`src/rtl/ramio_arbiter.sv`:
```
// ---------------------------------------------------------------------------
// ramio_arbiter
//   Shares one ramio port (RAM via cache, UART, LEDs) between two requesters:
//   port 0 = load/store unit, port 1 = instruction fetch. A request is
//   arbitrated in IDLE, its command is latched, the ramio handshake is run in
//   ACCESS, and the registered result is returned with a one-cycle done pulse
//   in DONE. Outside ACCESS the ramio bus is parked so address-triggered I/O
//   side effects (UART-in clear, UART-out/LED write) fire only during the
//   owning access.
//
// Parameters
//   AddressBitWidth  address width, both ports and ramio
//   DataBitWidth     data width
//   FixedPriority    1: port 0 always wins; 0: round-robin
//   TimeoutCycles    max ACCESS cycles before a forced abort; 0 disables
//   ParkAddress      ram_address driven while not in ACCESS
//
// Ports
//   clk, rst_n                   clock, asynchronous active-low reset
//   pN_req                       request, held with its command until pN_done
//   pN_read_type/pN_write_type   ramio type encodings (write_type!=0 = write)
//   pN_address, pN_data_in       command address and write data
//   pN_done                      one-cycle completion pulse
//   pN_data_out                  read result, held until the next pN_done
//   ram_*                        ramio command outputs / status inputs
//   grant                        one-hot owner during ACCESS/DONE, else 0
//   timeout_error                sticky, set on any aborted access
// ---------------------------------------------------------------------------
module ramio_arbiter #(
  parameter int                         AddressBitWidth = 32,
  parameter int                         DataBitWidth    = 32,
  parameter int                         FixedPriority   = 0,
  parameter int                         TimeoutCycles   = 1024,
  parameter logic [AddressBitWidth-1:0] ParkAddress     = '0
) (
  input  logic                       clk,
  input  logic                       rst_n,

  input  logic                       p0_req,
  input  logic [2:0]                 p0_read_type,
  input  logic [1:0]                 p0_write_type,
  input  logic [AddressBitWidth-1:0] p0_address,
  input  logic [DataBitWidth-1:0]    p0_data_in,
  output logic                       p0_done,
  output logic [DataBitWidth-1:0]    p0_data_out,

  input  logic                       p1_req,
  input  logic [2:0]                 p1_read_type,
  input  logic [1:0]                 p1_write_type,
  input  logic [AddressBitWidth-1:0] p1_address,
  input  logic [DataBitWidth-1:0]    p1_data_in,
  output logic                       p1_done,
  output logic [DataBitWidth-1:0]    p1_data_out,

  output logic                       ram_enable,
  output logic [2:0]                 ram_read_type,
  output logic [1:0]                 ram_write_type,
  output logic [AddressBitWidth-1:0] ram_address,
  output logic [DataBitWidth-1:0]    ram_data_in,
  input  logic [DataBitWidth-1:0]    ram_data_out,
  input  logic                       ram_data_ready,
  input  logic                       ram_busy,

  output logic [1:0]                 grant,
  output logic                       timeout_error
);

  localparam logic [1:0] StIdle   = 2'd0;
  localparam logic [1:0] StAccess = 2'd1;
  localparam logic [1:0] StDone   = 2'd2;

  // The counter only has to reach TimeoutCycles-1.
  localparam int                CntW    = (TimeoutCycles > 1) ? $clog2(TimeoutCycles) : 1;
  localparam logic [CntW-1:0]   CntLast = CntW'((TimeoutCycles > 0) ? TimeoutCycles - 1 : 0);

  logic [1:0]                 state;
  logic                       owner;       // 0: port 0, 1: port 1
  logic                       last_grant;  // port most recently finished
  logic [2:0]                 cmd_read_type;
  logic [1:0]                 cmd_write_type;
  logic [AddressBitWidth-1:0] cmd_address;
  logic [DataBitWidth-1:0]    cmd_data_in;
  logic [CntW-1:0]            access_cnt;

  logic any_req;
  logic winner;
  logic cmd_is_write;
  logic complete;
  logic timed_out;
  logic in_access;
  logic in_done;

  // ---------------------------------------------------------------------
  // Arbitration and completion decode
  // ---------------------------------------------------------------------
  // NOTE: every signal assigned in always_comb gets a default first, so no
  // path can leave it unassigned and infer a latch.
  always_comb begin
    any_req = p0_req | p1_req;
    winner  = 1'b0;
    if (p0_req && p1_req && (FixedPriority == 0))
      winner = ~last_grant;   // round-robin tie: the port not served last
    else
      winner = ~p0_req;       // single requester, or port 0 under fixed priority
  end

  assign cmd_is_write = (cmd_write_type != 2'b00);
  assign complete     = cmd_is_write ? !ram_busy : (!ram_busy && ram_data_ready);
  // Completion in the last allowed cycle still counts as success.
  assign timed_out    = (TimeoutCycles != 0) && (access_cnt == CntLast) && !complete;

  // ---------------------------------------------------------------------
  // FSM and result registers
  // ---------------------------------------------------------------------
  // NOTE: asynchronous active-low reset; all state uses non-blocking
  // assignments so every register samples pre-edge values.
  always_ff @(posedge clk or negedge rst_n) begin
    if (!rst_n) begin
      state          <= StIdle;
      owner          <= 1'b0;
      last_grant     <= 1'b1;   // port 0 wins the first tie
      cmd_read_type  <= '0;
      cmd_write_type <= '0;
      cmd_address    <= '0;
      cmd_data_in    <= '0;
      access_cnt     <= '0;
      p0_data_out    <= '0;
      p1_data_out    <= '0;
      timeout_error  <= 1'b0;
    end else begin
      case (state)
        StIdle: begin
          if (any_req) begin
            owner          <= winner;
            cmd_read_type  <= winner ? p1_read_type  : p0_read_type;
            cmd_write_type <= winner ? p1_write_type : p0_write_type;
            cmd_address    <= winner ? p1_address    : p0_address;
            cmd_data_in    <= winner ? p1_data_in    : p0_data_in;
            access_cnt     <= '0;
            state          <= StAccess;
          end
        end

        StAccess: begin
          if (complete) begin
            if (!cmd_is_write) begin
              if (owner) p1_data_out <= ram_data_out;
              else       p0_data_out <= ram_data_out;
            end
            last_grant <= owner;
            state      <= StDone;
          end else if (timed_out) begin
            if (owner) p1_data_out <= '0;
            else       p0_data_out <= '0;
            timeout_error <= 1'b1;
            // An aborted access still counts as a turn so a port that keeps
            // timing out cannot starve the other one.
            last_grant    <= owner;
            state         <= StDone;
          end else begin
            access_cnt <= access_cnt + 1'b1;
          end
        end

        StDone:  state <= StIdle;
        default: state <= StIdle;
      endcase
    end
  end

  // ---------------------------------------------------------------------
  // Outputs: the bus carries the latched command only during ACCESS and is
  // parked otherwise.
  // ---------------------------------------------------------------------
  assign in_access = (state == StAccess);
  assign in_done   = (state == StDone);

  assign ram_enable     = in_access;
  assign ram_read_type  = in_access ? cmd_read_type  : 3'b000;
  assign ram_write_type = in_access ? cmd_write_type : 2'b00;
  assign ram_address    = in_access ? cmd_address    : ParkAddress;
  assign ram_data_in    = in_access ? cmd_data_in    : '0;

  assign grant   = (in_access || in_done) ? (owner ? 2'b10 : 2'b01) : 2'b00;
  assign p0_done = in_done && !owner;
  assign p1_done = in_done &&  owner;

endmodule
```
`config.mk`:
```
export PLATFORM = sky130hd
export DESIGN_NAME = ramio_arbiter
export DESIGN_NICKNAME = d
export VERILOG_FILES = /design/src/rtl/ramio_arbiter.sv
export SDC_FILE = /design/constraint.sdc
export NUM_CORES = 1
export LEC_CHECK = 0
export CAP_MARGIN = 20
export CORE_AREA = 2 2 129 131
export DETAILED_ROUTE_END_ITERATION = 7
export DIE_AREA = 0 0 131 133
export MAX_ROUTING_LAYER = met4
export PLACE_DENSITY = 0.95
export REMOVE_ABC_BUFFERS = 1
export SYNTH_ARGS = -nofsm -noshare
export SYNTH_HDL_FRONTEND = slang
export SYNTH_SLANG_ARGS = --single-unit
```
`constraint.sdc`:
```
create_clock -name clk -period 5.91 [get_ports clk]
set_clock_uncertainty 0.15 [all_clocks]
set_input_delay 1.182 -clock clk [delete_from_list [all_inputs] [get_ports clk]]
set_output_delay 1.182 -clock clk [all_outputs]
set_load 0.1 [all_outputs]
```
==> metrics.cfg <==
[critical_path]
r2r_end=p0_data_out[5]$_DFFE_PN0P_
crit_fanout=51
cp-start-kind=register
arrival_ps=3380
r2r_start=access_cnt[0]$_DFFE_PN0P_
worstPathRequired_ps=4580
worstSetupPathType=register to primary output
cp-end-kind=primary output
rr_worst_depth=6
r2r_slack_ps=3100

[clocking]
numClockSinks=148
cts_buffers=17
cts_setup_buffers=0
clockBufferDepth=2
clk_latency_ps=410
cts.clk_slew.worst_paths_ps=60
cts_tree=yes
ctsRootBufferMaster=clkbuf_16
cts_resized=0
holdBufCountCts=0
htree_levels=4

[finish]
multiInputGateArea_sq_um=3280
area_delta_synth_final_pct=53.7
num-fill-cells=1148
nNetsFinal=1133
seq_area_sq_um=3700
drive_above_1_share_pct=5.28

[run]
timing.max_cap.violations=0

[logic_synthesis]
synth_seq_cells=148
yosysMostFrequentCell=dfrtp_1
synthTopCellsByCount=147 x dfrtp_1, 81 x nand2_1, 71 x and2_1, 71 x o21ai_0, 69 x mux2i_1
ys_warn_count=0
synth_top_cells_by_area=dfrtp_1 51%, mux2_1 10%, mux2i_1 9.6%
synth-edff-count=0
synth_flop_cell=dfrtp_1
synth_sequential_area_ratio_pct=51.4
synth_area_sq_um=7210
synthCells=663
synth_top_area_share_pct=51.0
yosysTopAreaCell=dfrtp_1
synthArstFlopShare_pct=100
syn_avg_cell_area_sq_um=10.9
ys_types=43

[placed_design]
hpwl_um=15500
numPortBuffers=314
pre_cts_slack_ps=1620
gp_congestion=0.861

[worst_hold_path]
hold_depth=2
min-delay-start=cmd_address[27]$_DFFE_PN0P_
hold_end=cmd_address[27]$_DFFE_PN0P_
hp-class=register to register

[floorplanning]
core_area_sq_um=16200
dieArea_sq_um=17400
row_count=47
die_w_um=131
initial_core_util_pct=44.6
ios=315
dieHeight_um=133

[global_routing]
grt_overflow=0
grt_usage_pct=24.7
grt_pass1_vias=6210
grt_pass1_wl_um=32000
antenna_found_initial=1
grt_max_degree=122

[timing]
setup_violations=0
fin_hold_ws_ps=323
final.period_utilization_pct=79.7
rsz0062_at_grt=false
setup_ws_ps=1200
clock.fmax_ghz=0.212
relSlewSlack_pct=28.1
fin_crit_ps=4710
fin_tns_setup_ps=0
slew_viol_final=0
hold_viol_final=0
worst_pin_slew_ps=1070

[detailed_routing]
antenna_left=0
vias=6023
first_iter_violations=301
drc=0
firstDrtPassIters=4
via_per_inst=5.07
wl_per_cell_um=17.1
finalWirelength_um=20300

[run_status]
status=complete, no violations

==> layout make-up <==
type                            count  share of cell area, %
Sequential cell                   148                   33.4
Multi-Input combinational cell    458                   29.6
Timing Repair Buffer              321                   28.9
Clock buffer                       18                   3.96
Tap cell                          220                   2.48
Clock inverter                     14                   1.37
Inverter                            7                  0.237
Antenna cell                        1                 0.0226
==> layout by cell type (no fill, tap or decap), types with 3 or more instances in the layout <==
master	Yosys	routed
ha_1	4	3
nand3_1	11	11
mux2_1	65	65
nor3b_1	3	3
mux2i_1	69	69
dfrtp_1	147	147
nand3b_1	5	5
clkbuf_16	0	17
nor2_1	3	3
and3_1	32	32
clkdlybuf4s50_1	0	313
and2_1	71	71
a21oi_1	4	4
inv_1	7	7
o311ai_0	8	8
inv_6	0	4
nand2_1	81	81
clkinvlp_4	0	5
buf_4	1	6
nor2b_1	4	4
o21ai_0	71	70
==> kinds of logic (layout without fill, tap and decap cells) <==
kind of cell	count (synthesis)	after routing	synth area share, %
buffers and inverters	57	360	3.52
muxes	134	134	19.7
AOI/OAI and AO/OA	96	96	7.86
and+or+nand+nor	224	224	16.8
adders and majority gates	4	4	0.694
DFF	148	148	51.4
other	0	1	0
==> worst max-delay path, stage by stage, from the launching register on <==
cell and delay (ps):
dfrtp_1 400, inv_1 90, ha_2 710, buf_4 400, and2_1 190, clkdlybuf4s50_1 1160
==> routing by layer <==
layer	GRT usage, %	routed length (um)	vias to the layer above	share of wire [%]
li1	-	-	2893	-
met1	28.4	7850	2833	39
met2	41.7	10600	262	52
met3	5.86	1460	35	7.2
met4	8.81	463	0	2.3
met5	-	0	-	0
==> metrics by stage <==
| step | util [%] | std cells | area, sq um |
|---|---|---|---|
| final | 68.6 | 1187 | 11100 |
| after detailed placement | 64.9 | 1154 | 10500 |
| after global routing | 68.6 | 1187 | 11100 |
| after CTS | 68.5 | 1186 | 11100 |
| after floorplan | - | 613 | 6990 |
| after global placement | 64.9 | 1154 | 10500 |
==> worst max path at each step <==
stage	cells after the start	end	start	slack, ps
after floorplan	4	cmd_address[0]$_DFFE_PN0P_	p1_req	-3370
after global placement	5	ram_data_in[23]	state[1]$_DFFE_PN0P_	1720
after detailed placement	5	ram_data_in[23]	state[1]$_DFFE_PN0P_	1620
after CTS	5	ram_data_in[23]	state[1]$_DFFE_PN0P_	1160
after global routing	5	ram_data_in[23]	state[1]$_DFFE_PN0P_	990
final	5	ram_data_in[23]	state[1]$_DFFE_PN0P_	1200
==> flip-flops by register name, indices dropped and copies added (netlist names), 2 cells and up <==
signal          cells
access_cnt         10
cmd_address        32
cmd_data_in        32
p0_data_out        32
cmd_write_type      2
state               2
p1_data_out        32
cmd_read_type       3
Power is not shown: default switching activity piles up to over one toggle a cycle in this logic, so the estimate is an artifact.
==> RTL change: new RTL, config.mk and constraints unchanged <==
Put one more register stage on the output `timeout_error`, without a reset. The value now appears one clock later. The other outputs are not delayed to match.
--- a/src/rtl/ramio_arbiter.sv
+++ b/src/rtl/ramio_arbiter.sv
@@ -75,2 +75,4 @@
 
+  logic timeout_error_s0;
+
   logic [1:0]                 state;
@@ -128,3 +130,3 @@
       p1_data_out    <= '0;
-      timeout_error  <= 1'b0;
+      timeout_error_s0 <= 1'b0;
     end else begin
@@ -154,3 +156,3 @@
             else       p0_data_out <= '0;
-            timeout_error <= 1'b1;
+            timeout_error_s0 <= 1'b1;
             // An aborted access still counts as a turn so a port that keeps
@@ -187,2 +189,6 @@
 
+  always_ff @(posedge clk) begin
+    timeout_error <= timeout_error_s0;
+  end
+
 endmodule
Check against the original RTL: no difference found for any inputs over 4 cycles, from zero or initial values and one cycle with rst_n low; that may be too few to reach the edited logic, so the function may still have changed.
==> RTL change against the original RTL <==
- final area up 0.42%
- non-clock buffer count up 1
- setup slack better by 170 ps
- routed wire length up 0.61%
- die area unchanged
- synthesized area up 0.28%
- critical path depth down 1
- sequential cell count up 1
- highest routed layer unchanged
Power is not shown: default switching activity piles up to over one toggle a cycle in this logic, so the estimate is an artifact.
==> RTL change: results (changes against the original RTL) <==
[run_status]
outcome=finished clean

[clocking]
cts_max_level=4  ; unchanged
clockRootBuffer=clkbuf_16
cts_buffers=17  ; unchanged
clk_latency_ps=420

[final_layout]
final_nets=1135  ; +0.18%
drive_gt1_share_pct=5.37  ; +0.092 points
fill_cells=1146  ; -0.17%
antennaDiodeCount=0  ; -1

[placed_design]
place_congestion=0.840  ; -2.4%
dp_hpwl_mm=15.1  ; -2.7%
place_area_um2=10500  ; +0.19%

[routing]
drcViolationCount=0  ; unchanged
drt_wl_total_mm=20.5  ; +0.61%
num_vias=6058  ; +0.58%
first_pass_iters=7  ; +3
drt_iter0_drc=250  ; -17%

[yosys]
seq_area_frac_synth_pct=51.5  ; +0.13 points
synth.area.top_cells=dfrtp_1 51%, mux2_1 10%, mux2i_1 9.5%
ys.flop_type=dfrtp_1
synthArstFlopShare_pct=99.3  ; -0.67 points
ys_types=44  ; +2.3%
yosysWarnings=0  ; unchanged

[critical_path]
crit_path_max_fanout=71  ; +39%
worstPathArrival_ps=3210  ; -170 ps

[global_routing]
grt_pass1_vias=6187  ; -0.37%
grt_pass1_wl_mm=31.8  ; -0.69%
antenna_found_initial=0  ; -1
track_usage_pct=24.4  ; -0.26 points
grt_max_degree=132  ; +8.2%

[hold_path]
hold_class=flop to flop
holdPathStages=0  ; -2

[sta]
max_freq_ghz=0.220  ; +3.8%
slew_headroom_pct=29.5  ; +1.4 points

-- RTL change: changes by cell type in the layout (fill, tap and decap cells not counted) --
| cell | delta |
|---|---|
| inv_6 | +3 |
| buf_16 | +1 |
| inv_8 | +1 |
| clkbuf_8 | -1 |
| dfxtp_1 | +1 |
| clkinvlp_4 | -3 |
| diode_2 | -1 |
-- RTL change: metrics by stage --
step                      hold WS [ps]  util, %  cells  setup TNS, ps  setup slack, ps
after floorplan                    198        -    614        -235220            -3370
after global placement             208     65.0   1155              0             1780
after detailed placement           213     65.0   1155              0             1800
after CTS                          228     68.7   1187              0             1320
after global routing               234     68.9   1188              0             1170
final                              226     68.9   1188              0             1370
-- RTL change: layout make-up --
| cell class | instances | area (µm²) | share of cell area [%] |
|---|---|---|---|
| clock buffer | 17 | 425 | 3.82 |
| clock inverter | 15 | 166 | 1.49 |
| inverter | 7 | 26.3 | 0.236 |
| multi-input combinational | 458 | 3280 | 29.5 |
| sequential | 149 | 3720 | 33.5 |
| tap | 220 | 275 | 2.47 |
| timing repair buffer | 322 | 3240 | 29.1 |
-- RTL change: critical path, cell delays in order, from the launching register on --
cell and delay, ps:
dfrtp_1 400, inv_1 90, ha_2 820, and2_1 290, clkdlybuf4s50_1 1150
-- RTL change: final timing paths --
| path | slack [ps] | startpoint | to |
|---|---|---|---|
| setup / recovery | 1370 | state[1] | ram_data_in[18] |
| hold / removal | 230 | timeout_error_s0 | timeout_error |
| max in group asynchronous | 3950 | rst_n | p1_data_out[21] |
| min in group asynchronous | 700 | rst_n | p0_data_out[10] |
| setup reg to reg | 2850 | state[1] | p0_data_out[29] |
| hold reg to reg | 230 | timeout_error_s0 | timeout_error |
-- RTL change: layer usage --
metal / vias to the layer above / routed length [µm] / global-route usage [%]
met3: 33 / 1290 / 4.73
li1: 2892 / - / -
met5: - / 0 / -
met4: 0 / 488 / 8.51
met2: 261 / 10700 / 41.6
met1: 2872 / 7950 / 28.5
-- RTL change: logic make-up after synthesis --
kind of cell	count (synthesis)	share of synthesized area, %
buf+inv	57	3.51
fa+ha+maj	4	0.692
compound gates	96	7.84
simple gates	224	16.8
mux	134	19.7
flops	149	51.5
